<file path="config.mk">
export PLATFORM = sky130hd
export DESIGN_NAME = mult_div_unit_flat
export DESIGN_NICKNAME = d
export VERILOG_FILES = /design/src/rtl/mult_div_unit_if.sv /design/src/rtl/mult_div_unit.sv /design/src/flat_wrapper.sv
export SDC_FILE = /design/constraint.sdc
export NUM_CORES = 1
export LEC_CHECK = 0
export ABC_AREA = 1
export CAP_MARGIN = 30
export CORE_MARGIN = 2
export CORE_UTILIZATION = 50
export DETAILED_ROUTE_END_ITERATION = 8
export GPL_ROUTABILITY_DRIVEN = 1
export PLACE_DENSITY = 0.66
export SLEW_MARGIN = 20
export SYNTH_ARGS = -nofsm -noshare
export SYNTH_HDL_FRONTEND = slang
export SYNTH_SLANG_ARGS = --single-unit
</file>
<file path="constraint.sdc">
create_clock -name clk -period 7.2 [get_ports clk]
set_input_delay 1.44 -clock clk [delete_from_list [all_inputs] [get_ports clk]]
set_output_delay 1.44 -clock clk [all_outputs]
set_load 0.03 [all_outputs]
</file>
<file path="src/rtl/mult_div_unit_if.sv">
// Handshake/operand bundle between the ALU control decoder and mult_div_unit.
interface mult_div_unit_if #(parameter int WIDTH = 32);
  logic             multOp;
  logic             divOp;
  logic [WIDTH-1:0] a;
  logic [WIDTH-1:0] b;
  logic [WIDTH-1:0] hi;
  logic [WIDTH-1:0] lo;
  logic             busy;
  logic             done;
  logic             divZero;

  modport master (output multOp, divOp, a, b, input hi, lo, busy, done, divZero);
  modport slave  (input multOp, divOp, a, b, output hi, lo, busy, done, divZero);
endinterface

</file>
<file path="src/rtl/mult_div_unit.sv">
// Multicycle signed multiply (radix-2 Booth) / divide (restoring) producing HI/LO.
// Optional macro MULT_DIV_ZERO_SHORTCUT_EN: multiplies with a zero operand finish without iterating.
module mult_div_unit #(
  parameter int WIDTH = 32
) (
  input  logic            clk,
  input  logic            reset_n,
  mult_div_unit_if.slave  bus
);
  localparam int CW = $clog2(WIDTH + 1);

  typedef enum logic [1:0] {S_IDLE, S_MULT, S_DIV, S_DONE} state_t;

  state_t           state_q, state_d;
  logic [WIDTH:0]   acc_q, acc_d;     // Booth upper half / restoring remainder
  logic [WIDTH-1:0] qr_q, qr_d;       // multiplier / dividend-quotient shift register
  logic [WIDTH-1:0] m_q, m_d;         // multiplicand / divisor magnitude
  logic             qm1_q, qm1_d;
  logic [CW-1:0]    cnt_q, cnt_d;
  logic             qneg_q, qneg_d, rneg_q, rneg_d;
  logic [WIDTH-1:0] hi_q, hi_d, lo_q, lo_d;
  logic             busy_q, busy_d, done_q, done_d, dz_q, dz_d;

  // Booth step: add/sub multiplicand, then arithmetic shift of {acc, qr, qm1}.
  logic [WIDTH:0]   m_ext, booth_sum, booth_acc;
  logic [WIDTH-1:0] booth_qr;
  // Restoring step: shift one dividend bit into the remainder, trial-subtract.
  logic [WIDTH:0]   div_shift, div_diff, div_rem;
  logic [WIDTH-1:0] div_qr, div_q_fin, div_r_fin, a_abs, b_abs;

  always_comb begin
    m_ext = {m_q[WIDTH-1], m_q};
    unique case ({qr_q[0], qm1_q})
      2'b01:   booth_sum = acc_q + m_ext;
      2'b10:   booth_sum = acc_q - m_ext;
      default: booth_sum = acc_q;
    endcase
    booth_acc = {booth_sum[WIDTH], booth_sum[WIDTH:1]};
    booth_qr  = {booth_sum[0], qr_q[WIDTH-1:1]};

    div_shift = {acc_q[WIDTH-1:0], qr_q[WIDTH-1]};
    div_diff  = div_shift - {1'b0, m_q};
    div_rem   = div_diff[WIDTH] ? div_shift : div_diff;
    div_qr    = {qr_q[WIDTH-2:0], ~div_diff[WIDTH]};
    div_q_fin = qneg_q ? (~div_qr + 1'b1) : div_qr;
    div_r_fin = rneg_q ? (~div_rem[WIDTH-1:0] + 1'b1) : div_rem[WIDTH-1:0];

    a_abs = bus.a[WIDTH-1] ? (~bus.a + 1'b1) : bus.a;
    b_abs = bus.b[WIDTH-1] ? (~bus.b + 1'b1) : bus.b;
  end

  always_comb begin
    state_d = state_q;
    acc_d   = acc_q;
    qr_d    = qr_q;
    m_d     = m_q;
    qm1_d   = qm1_q;
    cnt_d   = cnt_q;
    qneg_d  = qneg_q;
    rneg_d  = rneg_q;
    hi_d    = hi_q;
    lo_d    = lo_q;
    dz_d    = dz_q;
    busy_d  = 1'b0;
    done_d  = 1'b0;
    unique case (state_q)
      S_IDLE: begin
        if (bus.multOp) begin
          dz_d  = 1'b0;
          acc_d = '0;
          qr_d  = bus.b;
          m_d   = bus.a;
          qm1_d = 1'b0;
          cnt_d = '0;
`ifdef MULT_DIV_ZERO_SHORTCUT_EN
          if (bus.a == '0 || bus.b == '0) begin
            state_d = S_DONE;
            done_d  = 1'b1;
            hi_d    = '0;
            lo_d    = '0;
          end else begin
            state_d = S_MULT;
            busy_d  = 1'b1;
          end
`else
          state_d = S_MULT;
          busy_d  = 1'b1;
`endif
        end else if (bus.divOp) begin
          cnt_d = '0;
          if (bus.b == '0) begin
            dz_d    = 1'b1;
            state_d = S_DONE;
            done_d  = 1'b1;
          end else begin
            dz_d    = 1'b0;
            acc_d   = '0;
            qr_d    = a_abs;
            m_d     = b_abs;
            qneg_d  = bus.a[WIDTH-1] ^ bus.b[WIDTH-1];
            rneg_d  = bus.a[WIDTH-1];
            state_d = S_DIV;
            busy_d  = 1'b1;
          end
        end
      end
      S_MULT: begin
        acc_d = booth_acc;
        qr_d  = booth_qr;
        qm1_d = qr_q[0];
        cnt_d = cnt_q + CW'(1);
        if (cnt_q == CW'(WIDTH - 1)) begin
          state_d = S_DONE;
          done_d  = 1'b1;
          hi_d    = booth_acc[WIDTH-1:0];
          lo_d    = booth_qr;
        end else begin
          busy_d = 1'b1;
        end
      end
      S_DIV: begin
        acc_d = div_rem;
        qr_d  = div_qr;
        cnt_d = cnt_q + CW'(1);
        if (cnt_q == CW'(WIDTH - 1)) begin
          state_d = S_DONE;
          done_d  = 1'b1;
          hi_d    = div_r_fin;
          lo_d    = div_q_fin;
        end else begin
          busy_d = 1'b1;
        end
      end
      default: state_d = S_IDLE;
    endcase
  end

  always_ff @(posedge clk or negedge reset_n) begin
    if (!reset_n) begin
      state_q <= S_IDLE;
      acc_q   <= '0;
      qr_q    <= '0;
      m_q     <= '0;
      qm1_q   <= 1'b0;
      cnt_q   <= '0;
      qneg_q  <= 1'b0;
      rneg_q  <= 1'b0;
      hi_q    <= '0;
      lo_q    <= '0;
      busy_q  <= 1'b0;
      done_q  <= 1'b0;
      dz_q    <= 1'b0;
    end else begin
      state_q <= state_d;
      acc_q   <= acc_d;
      qr_q    <= qr_d;
      m_q     <= m_d;
      qm1_q   <= qm1_d;
      cnt_q   <= cnt_d;
      qneg_q  <= qneg_d;
      rneg_q  <= rneg_d;
      hi_q    <= hi_d;
      lo_q    <= lo_d;
      busy_q  <= busy_d;
      done_q  <= done_d;
      dz_q    <= dz_d;
    end
  end

  assign bus.hi      = hi_q;
  assign bus.lo      = lo_q;
  assign bus.busy    = busy_q;
  assign bus.done    = done_q;
  assign bus.divZero = dz_q;
endmodule

</file>
<file path="src/flat_wrapper.sv">
// flat-port wrapper written by rule: the top's interface ports become plain ports
module mult_div_unit_flat 
#(
  parameter int WIDTH = 32
)
  (clk, reset_n, bus_multOp, bus_divOp, bus_a, bus_b, bus_hi, bus_lo, bus_busy, bus_done, bus_divZero);
  mult_div_unit_if #(.WIDTH(WIDTH)) bus_i ();
  input  logic clk;
  input  logic reset_n;
  input wire logic [$bits(bus_i.multOp)-1:0] bus_multOp;
  input wire logic [$bits(bus_i.divOp)-1:0] bus_divOp;
  input wire logic [$bits(bus_i.a)-1:0] bus_a;
  input wire logic [$bits(bus_i.b)-1:0] bus_b;
  output wire logic [$bits(bus_i.hi)-1:0] bus_hi;
  output wire logic [$bits(bus_i.lo)-1:0] bus_lo;
  output wire logic [$bits(bus_i.busy)-1:0] bus_busy;
  output wire logic [$bits(bus_i.done)-1:0] bus_done;
  output wire logic [$bits(bus_i.divZero)-1:0] bus_divZero;
  assign bus_i.multOp = bus_multOp;
  assign bus_i.divOp = bus_divOp;
  assign bus_i.a = bus_a;
  assign bus_i.b = bus_b;
  assign bus_hi = bus_i.hi;
  assign bus_lo = bus_i.lo;
  assign bus_busy = bus_i.busy;
  assign bus_done = bus_i.done;
  assign bus_divZero = bus_i.divZero;
  mult_div_unit #(.WIDTH(WIDTH)) u_core (.clk(clk), .reset_n(reset_n), .bus(bus_i));
endmodule
</file>
==> metrics.md, run 1 <==
| Metric | Value |
|---|---|
| Number of detailed-routing iterations run before antenna repair | 6 |
| Hold-critical path depth | 2 |
| CTS Root Buffer Type | sky130_fd_sc_hd__clkbuf_16 |
| Max-cap violations | 0 |
| Final Hold Slack | 479 ps |
| Setup repair after global routing missed its margin | false |
| Most frequent CP cell | sky130_fd_sc_hd__nand2_1 |
| Initial antenna violation count | 3 |
| Maximum frequency from static timing analysis | 0.194 GHz |
| Period utilization | 71.5% |
| Post-CTS Setup Inserts | 0 |
| Share of post-route cells with drive strength above 1 | 6.04% |
| Final-report hold violation count | 0 |
| Commonest cells after routing, fill and taps aside | 937 x sky130_fd_sc_hd__nand2_1, 383 x sky130_fd_sc_hd__inv_1, 240 x sky130_fd_sc_hd__nor2_1 |
| Final HPWL DP | 53,900 µm |
| CTS tree | yes |
| Final Routed Wirelength | 68,300 µm |
| Worst path required time | 7550 ps |
| Number of fill cells in the layout | 3,569 |
| Placer congestion estimate | 0.996 |
| I/O pins | 135 |
| DRC viols | 0 |
| Setup CP Type | reg2reg |
| Mapped Nets | 3,085 |
| Maximum number of pins on one net before global-route repair | 106 |
| Worst skew pair latency | 470 ps |
| Capturing element type of the critical path | flop |
| Largest buffer count on any clock path | 2 |
| Count of cell types in the netlist | 57 |
| Final-report setup violation count | 0 |
| Initial DRC count | 1,851 |
| Slowest cell on the critical path | sky130_fd_sc_hd__inv_2 |
| Number of pins exceeding their max-slew limit in the final report | 0 |
| First-pass GRT wire length | 106,000 µm |
| Vertical die dimension | 194 µm |
| Sink Count | 175 |
| Run status | finished, final reports clean |
| Leading cell type in the layout, fill and taps excluded | sky130_fd_sc_hd__nand2_1 |
| EDFF count, synth | 0 |
| Number of vias after detailed routing | 20,200 |
| Number of routed nets with antenna violations | 0 |
| Count of hold-fix buffers inserted at cts | 0 |
| Count of buffers inserted at the top-level ports | 134 |
| Netlist area before placement | 18,100 µm² |
| GRT Overall Usage | 36.0% |
| Worst reg2reg path depth | 28 |
| Number of H-tree levels | 4 |
| Relative slew slack | 45.7% |
| Die Wd | 194 µm |
| GR Overflow Total | 0 |
| Area grow syn2layout | 12.7% |
| Clk pin slew, worst setup/hold paths | 80 ps |
| WL/cell | 19.6 µm |
| Clock tree skew after final layout | 18.6 ps |
| Signal arrival time at the worst endpoint | 5500 ps |
| Inserted Clock Buffers | 17 |
| CTS resizes | 0 |
| Nets | 3,148 |
| Effective utilization at floorplan | 50.9% |
| Slew at the pin with the worst max-slew slack | 813 ps |
| CP startpoint kind | flop |
| Min Tclk post-route | 5150 ps |
| Vias in the first global route | 19,100 |
| Number of synthesized register bits | 175 |
| Largest driver fanout on the critical path | 33 |
| Share of synthesized area occupied by flip-flops and latches | 24.2% |
| Class of the tightest hold or removal check | reg2reg |
| Primary flip-flop cell chosen by synthesis mapping | sky130_fd_sc_hd__dfrtp_1 |
| Largest stage delay, worst path | 480 ps |
| Setup TNS | 0 ps |
| Cells after synthesis | 2,938 |
| Core Box Area | 35,600 µm² |
| DIE AREA | 37,700 µm² |
| Vias/cell | 5.81 |
| Placement Rows | 69 |
| Proportion of synthesized flip-flops having asynchronous set or reset | 100% |
| Average footprint of a synthesized cell | 6.16 µm² |
| YS warnings | 0 |
## path summary, 6_finish.rpt
check	startpoint	slack [ps]	to
worst max-delay path	u_core.qr_q[31]	2050	u_core.bus.lo[28]
worst min-delay path	u_core.bus.hi[0]	480	u_core.bus.hi[0]
worst max register to register	u_core.qr_q[31]	2050	u_core.bus.lo[28]
worst min register to register	u_core.bus.hi[0]	480	u_core.bus.hi[0]
max in group asynchronous	reset_n	4930	u_core.acc_q[15]
min in group asynchronous	reset_n	890	u_core.m_q[25]
## sequential cells by signal, summed over array words and instances (netlist names), 2 cells and up
register        count
u_core.acc_q       33
u_core.bus.hi      32
u_core.bus.lo      32
u_core.cnt_q        6
u_core.m_q         32
u_core.qr_q        32
u_core.state_q      2
## cell usage after synthesis (5+ instances only)
| cell type | n | area [µm²] |
|---|---|---|
| sky130_fd_sc_hd__xor2_1 | 74 | 648 |
| sky130_fd_sc_hd__nand3_1 | 171 | 856 |
| sky130_fd_sc_hd__o21ai_1 | 48 | 240 |
| sky130_fd_sc_hd__ha_1 | 77 | 963 |
| sky130_fd_sc_hd__nor3_1 | 32 | 160 |
| sky130_fd_sc_hd__nand4_1 | 40 | 250 |
| sky130_fd_sc_hd__and2_1 | 7 | 43.8 |
| sky130_fd_sc_hd__clkbuf_1 | 70 | 263 |
| sky130_fd_sc_hd__buf_2 | 20 | 100 |
| sky130_fd_sc_hd__o2111ai_1 | 6 | 52.6 |
| sky130_fd_sc_hd__o211ai_2 | 16 | 200 |
| sky130_fd_sc_hd__o311ai_0 | 5 | 43.8 |
| sky130_fd_sc_hd__inv_1 | 385 | 1450 |
| sky130_fd_sc_hd__nor4_1 | 9 | 56.3 |
| sky130_fd_sc_hd__o31ai_1 | 8 | 60.1 |
| sky130_fd_sc_hd__o22ai_1 | 25 | 156 |
| sky130_fd_sc_hd__inv_2 | 19 | 71.3 |
| sky130_fd_sc_hd__xnor2_1 | 14 | 123 |
| sky130_fd_sc_hd__a21oi_1 | 110 | 551 |
| sky130_fd_sc_hd__nor2_1 | 240 | 901 |
| sky130_fd_sc_hd__o21ai_2 | 15 | 131 |
| sky130_fd_sc_hd__dfrtp_1 | 175 | 4380 |
| sky130_fd_sc_hd__nand2_2 | 16 | 100 |
| sky130_fd_sc_hd__nor2_2 | 14 | 87.6 |
| sky130_fd_sc_hd__a31oi_1 | 11 | 68.8 |
| sky130_fd_sc_hd__or2_2 | 21 | 131 |
| sky130_fd_sc_hd__buf_1 | 14 | 52.6 |
| sky130_fd_sc_hd__a22o_1 | 12 | 105 |
| sky130_fd_sc_hd__nand2_1 | 938 | 3520 |
| sky130_fd_sc_hd__a21o_1 | 6 | 45.0 |
| sky130_fd_sc_hd__o211ai_1 | 85 | 638 |
| sky130_fd_sc_hd__nand3_2 | 9 | 90.1 |
| sky130_fd_sc_hd__o21bai_1 | 8 | 60.1 |
| sky130_fd_sc_hd__nor2_4 | 5 | 56.3 |
| sky130_fd_sc_hd__o221ai_1 | 15 | 131 |
| sky130_fd_sc_hd__nand3b_1 | 5 | 37.5 |
| sky130_fd_sc_hd__o21ai_0 | 172 | 861 |
## logic make-up after synthesis
logic type,count (synthesis),share of synthesized area [%]
compound gates,562,19.5
xor+xnor,88,4.26
simple gates,1515,35.3
flops,175,24.2
buf+inv,517,11.1
mux,2,0.111
fa+ha+maj,79,5.55
## worst max-delay path: cells and delay by family (launching register included)
kind | cells | cell delay (ps)
and+or+nand+nor | 16 | 1790
adders and majority gates | 4 | 1230
AOI/OAI and AO/OA | 5 | 900
buffers and inverters | 3 | 710
DFF | 1 | 390
## area by class of cell
type	count	area (µm²)	area share (%)
Multi-Input combinational cell	2246	11700	57.5
Sequential cell	175	4380	21.5
Timing Repair Buffer	153	1580	7.72
Inverter	408	1530	7.51
Tap cell	461	577	2.83
Clock buffer	18	429	2.10
Clock inverter	14	170	0.834
Antenna cell	1	2.50	0.0123
## metrics by stage
| step | worst slack [ps] | utilization (%) | std cells | instance area [µm²] |
|---|---|---|---|---|
| global route | 1400 | 57.3 | 3475 | 20400 |
| finish | 2050 | 57.3 | 3476 | 20400 |
| global placement | 2190 | 55.3 | 3438 | 19700 |
| floorplan | 2830 | - | 2938 | 18100 |
| detailed placement | 2130 | 55.3 | 3438 | 19700 |
| CTS | 2140 | 57.0 | 3470 | 20300 |
## per-layer routing
| layer | track usage, % | vias up | part of all wire, % |
|---|---|---|---|
| met4 | 25.9 | 0 | 8.2 |
| met1 | 42.1 | 9419 | 39 |
| met3 | 3.95 | 222 | 5.6 |
| met5 | 0 | - | 0 |
| met2 | 61.4 | 830 | 48 |
| li1 | - | 9734 | - |
Power of run 1 is not shown: default switching activity piles up to over one toggle a cycle in this logic, so the estimate is an artifact.
==> run 2, diff against run 1 <==
==> constraint.sdc (replaced) <==
create_clock -name clk -period 5.31 [get_ports clk]
set_input_delay 1.062 -clock clk [delete_from_list [all_inputs] [get_ports clk]]
set_output_delay 1.062 -clock clk [all_outputs]
set_load 0.03 [all_outputs]
==> run 2 against run 1 <==
  * Routed wire length up 1.8%
  * Sequential share of layout area hardly changed
  * Non-clock buffer count grew 8
  * First-iteration DRC count fell by 3.2%
  * Cell count increased by 0.20%
  * Worst setup slack worse by 1500 ps
  * Hold slack got worse by 1.0 ps
  * Largest cell class unchanged
  * Highest routed layer unchanged
==> metrics.md, run 2 (synthesis gave the netlist of run 1 again) <==
| Metric | Value |
|---|---|
| Number of vias after detailed routing | 20,300 (+0.31%) |
| Count of hold-fix buffers inserted at cts | 0 (unchanged) |
| Leading cell type in the layout, fill and taps excluded | sky130_fd_sc_hd__nand2_1 |
| Final Core Density | 57.2% (-0.11 points) |
| Worst path required time | 5660 ps (-1890 ps) |
| Count of buffers inserted at the top-level ports | 134 (unchanged) |
| Post-CTS Setup Inserts | 0 (unchanged) |
| Largest buffer count on any clock path | 2 (unchanged) |
| CTS resizes | 0 (unchanged) |
| Initial antenna violation count | 0 (-3) |
| Period utilization | 89.1% (+18 points) |
| Worst reg2reg path depth | 32 (+14%) |
| Die Wd | 194 µm (unchanged) |
| Placer congestion estimate | 1.02 (+2.5%) |
| Nets | 3,156 (+0.25%) |
| Placement Rows | 69 (unchanged) |
| Cell family contributing the most delay on the critical path | simple AND/OR/NAND/NOR gates |
| GRT Overall Usage | 36.6% (+0.65 points) |
| Number of fill cells in the layout | 3,636 (+1.9%) |
| Register-to-register path setup slack | 580 ps (-1470 ps) |
| Run status | finished, final reports clean |
| Effective utilization at floorplan | 50.9% (unchanged) |
| Number of routed nets with antenna violations | 0 (unchanged) |
| DRC viols | 0 (unchanged) |
| Reg-to-reg startpoint | u_core.qr_q[31] |
| Inserted Clock Buffers | 17 (unchanged) |
| Final Routed Wirelength | 69,500 µm (+1.8%) |
| WL/cell | 19.9 µm (+1.6%) |
| Vias in the first global route | 19,000 (-0.70%) |
| Share of post-route cells with drive strength above 1 | 6.25% (+0.22 points) |
| Maximum frequency from static timing analysis | 0.211 GHz (+8.8%) |
| Number of H-tree levels | 4 (unchanged) |
| Worst skew pair latency | 460 ps (about the same) |
| CTS tree | yes |
| Largest driver fanout on the critical path | 31 (-6.1%) |
| Setup TNS | 0 ps (unchanged) |
| Relative slew slack | 34.2% (-11 points) |
| Largest stage delay, worst path | 400 ps (-80 ps) |
| Hold path start | u_core.bus.lo[6] |
| Worst flop-to-flop path endpoint | u_core.bus.hi[25] |
| Max-cap violations | 0 (unchanged) |
| CP bufs+invs | 5 (+2) |
| Most frequent CP cell | sky130_fd_sc_hd__nand2_1 |
| First-pass GRT wire length | 108,000 µm (+1.8%) |
| Setup CP Type | reg2reg |
| CP startpoint kind | flop |
| Slew at the pin with the worst max-slew slack | 987 ps (+174 ps) |
| I/O pins | 135 (unchanged) |
| Final-report hold violation count | 0 (unchanged) |
| Number of pins exceeding their max-slew limit in the final report | 0 (unchanged) |
| Min Tclk post-route | 4730 ps (-417 ps) |
| Clk pin slew, worst setup/hold paths | 70 ps (about the same) |
| Final HPWL DP | 54,900 µm (+1.9%) |
| Hold-critical path depth | 1 (-1) |
| Initial DRC count | 1,791 (-3.2%) |
| Setup repair after global routing missed its margin | false |
| DIE AREA | 37,700 µm² (unchanged) |
| Clock tree skew after final layout | 16.7 ps (-1.98 ps) |
| Number of detailed-routing iterations run before antenna repair | 6 (unchanged) |
| Count of inserted antenna diode cells | 0 (-1) |
| Register containing the most flip-flops in the final layout | u_core.acc_q |
| Sequential cell area | 4380 µm² (unchanged) |
| Number of flip-flops in the largest register | 33 (unchanged) |
| Slowest cell on the critical path | sky130_fd_sc_hd__fa_1 |
| Signal arrival time at the worst endpoint | 5070 ps (-430 ps) |
| Commonest cells after routing, fill and taps aside | 937 x sky130_fd_sc_hd__nand2_1, 383 x sky130_fd_sc_hd__inv_1, 240 x sky130_fd_sc_hd__nor2_1 |
| GR Overflow Total | 0 (unchanged) |
| CTS Root Buffer Type | sky130_fd_sc_hd__clkbuf_16 |
| Maximum number of pins on one net before global-route repair | 94 (-11%) |
| Vertical die dimension | 194 µm (unchanged) |
| Final-report setup violation count | 0 (unchanged) |
| Area occupied by multi-input gates | 11,700 µm² (unchanged) |
| Vias/cell | 5.82 (+0.11%) |
| Capturing element type of the critical path | flop |
| Terminating pin of the worst hold path | u_core.bus.lo[6] |
| Sink Count | 175 (unchanged) |
| Class of the tightest hold or removal check | reg2reg |
| Core Box Area | 35,600 µm² (unchanged) |
| Area grow syn2layout | 12.5% |
[run 2: cell types whose count changed in the layout (fill, tap and decap cells not counted), moves of 2 or more]
| cell | before | now |
|---|---|---|
| sky130_fd_sc_hd__buf_16 | 4 | 0 |
| sky130_fd_sc_hd__clkinv_4 | 3 | 1 |
| sky130_fd_sc_hd__clkinv_8 | 3 | 1 |
| sky130_fd_sc_hd__buf_4 | 14 | 26 |
| sky130_fd_sc_hd__inv_8 | 2 | 4 |
[run 2: routing by layer]
| metal | share of wire [%] | up-vias | global-route usage, % |
|---|---|---|---|
| met5 | 0 | - | 0 |
| met4 | 6.8 | 0 | 21.6 |
| met3 | 5.6 | 175 | 3.10 |
| met2 | 48 | 826 | 63.1 |
| met1 | 40 | 9523 | 44.8 |
| li1 | - | 9744 | - |
[run 2: layout make-up]
class | count | share of cell area, %
sequential | 175 | 21.5
tap | 461 | 2.83
multi-input combinational | 2246 | 57.6
timing repair buffer | 161 | 7.66
clock buffer | 19 | 2.13
inverter | 408 | 7.52
clock inverter | 13 | 0.719
[run 2: per-stage QoR]
stage          hold slack, ps  setup slack (ps)  cells  instance area [µm²]
2_1_floorplan             453               940   2938                18100
3_3_place_gp              463               750   3451                19800
3_5_place_dp              465               673   3451                19800
4_1_cts                   484               651   3483                20400
5_1_grt                   502               133   3483                20400
6_report                  478               580   3483                20400
[run 2: worst max path at each step]
stage / to / cells after the start / slack [ps] / from
CTS: u_core.bus.hi[25] / 32 / 650 / u_core.qr_q[31]
global placement: u_core.bus.lo[30] / 26 / 750 / u_core.qr_q[31]
finish: u_core.bus.hi[25] / 32 / 580 / u_core.qr_q[31]
detailed placement: u_core.bus.lo[30] / 26 / 670 / u_core.qr_q[31]
global route: u_core.bus.lo[30] / 26 / 130 / u_core.qr_q[31]
floorplan: u_core.bus.lo[28] / 30 / 940 / u_core.m_q[0]
Power of run 2 is left out for the same reason.
==> run 3, diff against run 2 <==
--- a/config.mk
+++ b/config.mk
@@ -9,6 +9,7 @@
 export CAP_MARGIN = 30
 export CORE_MARGIN = 2
 export CORE_UTILIZATION = 50
+export CTS_CLUSTER_DIAMETER = 200
 export DETAILED_ROUTE_END_ITERATION = 8
 export GPL_ROUTABILITY_DRIVEN = 1
 export PLACE_DENSITY = 0.66
==> results of run 3 <==
Final layout, timing and power as in run 2 (identical DEF).
Power of run 3 is left out for the same reason.
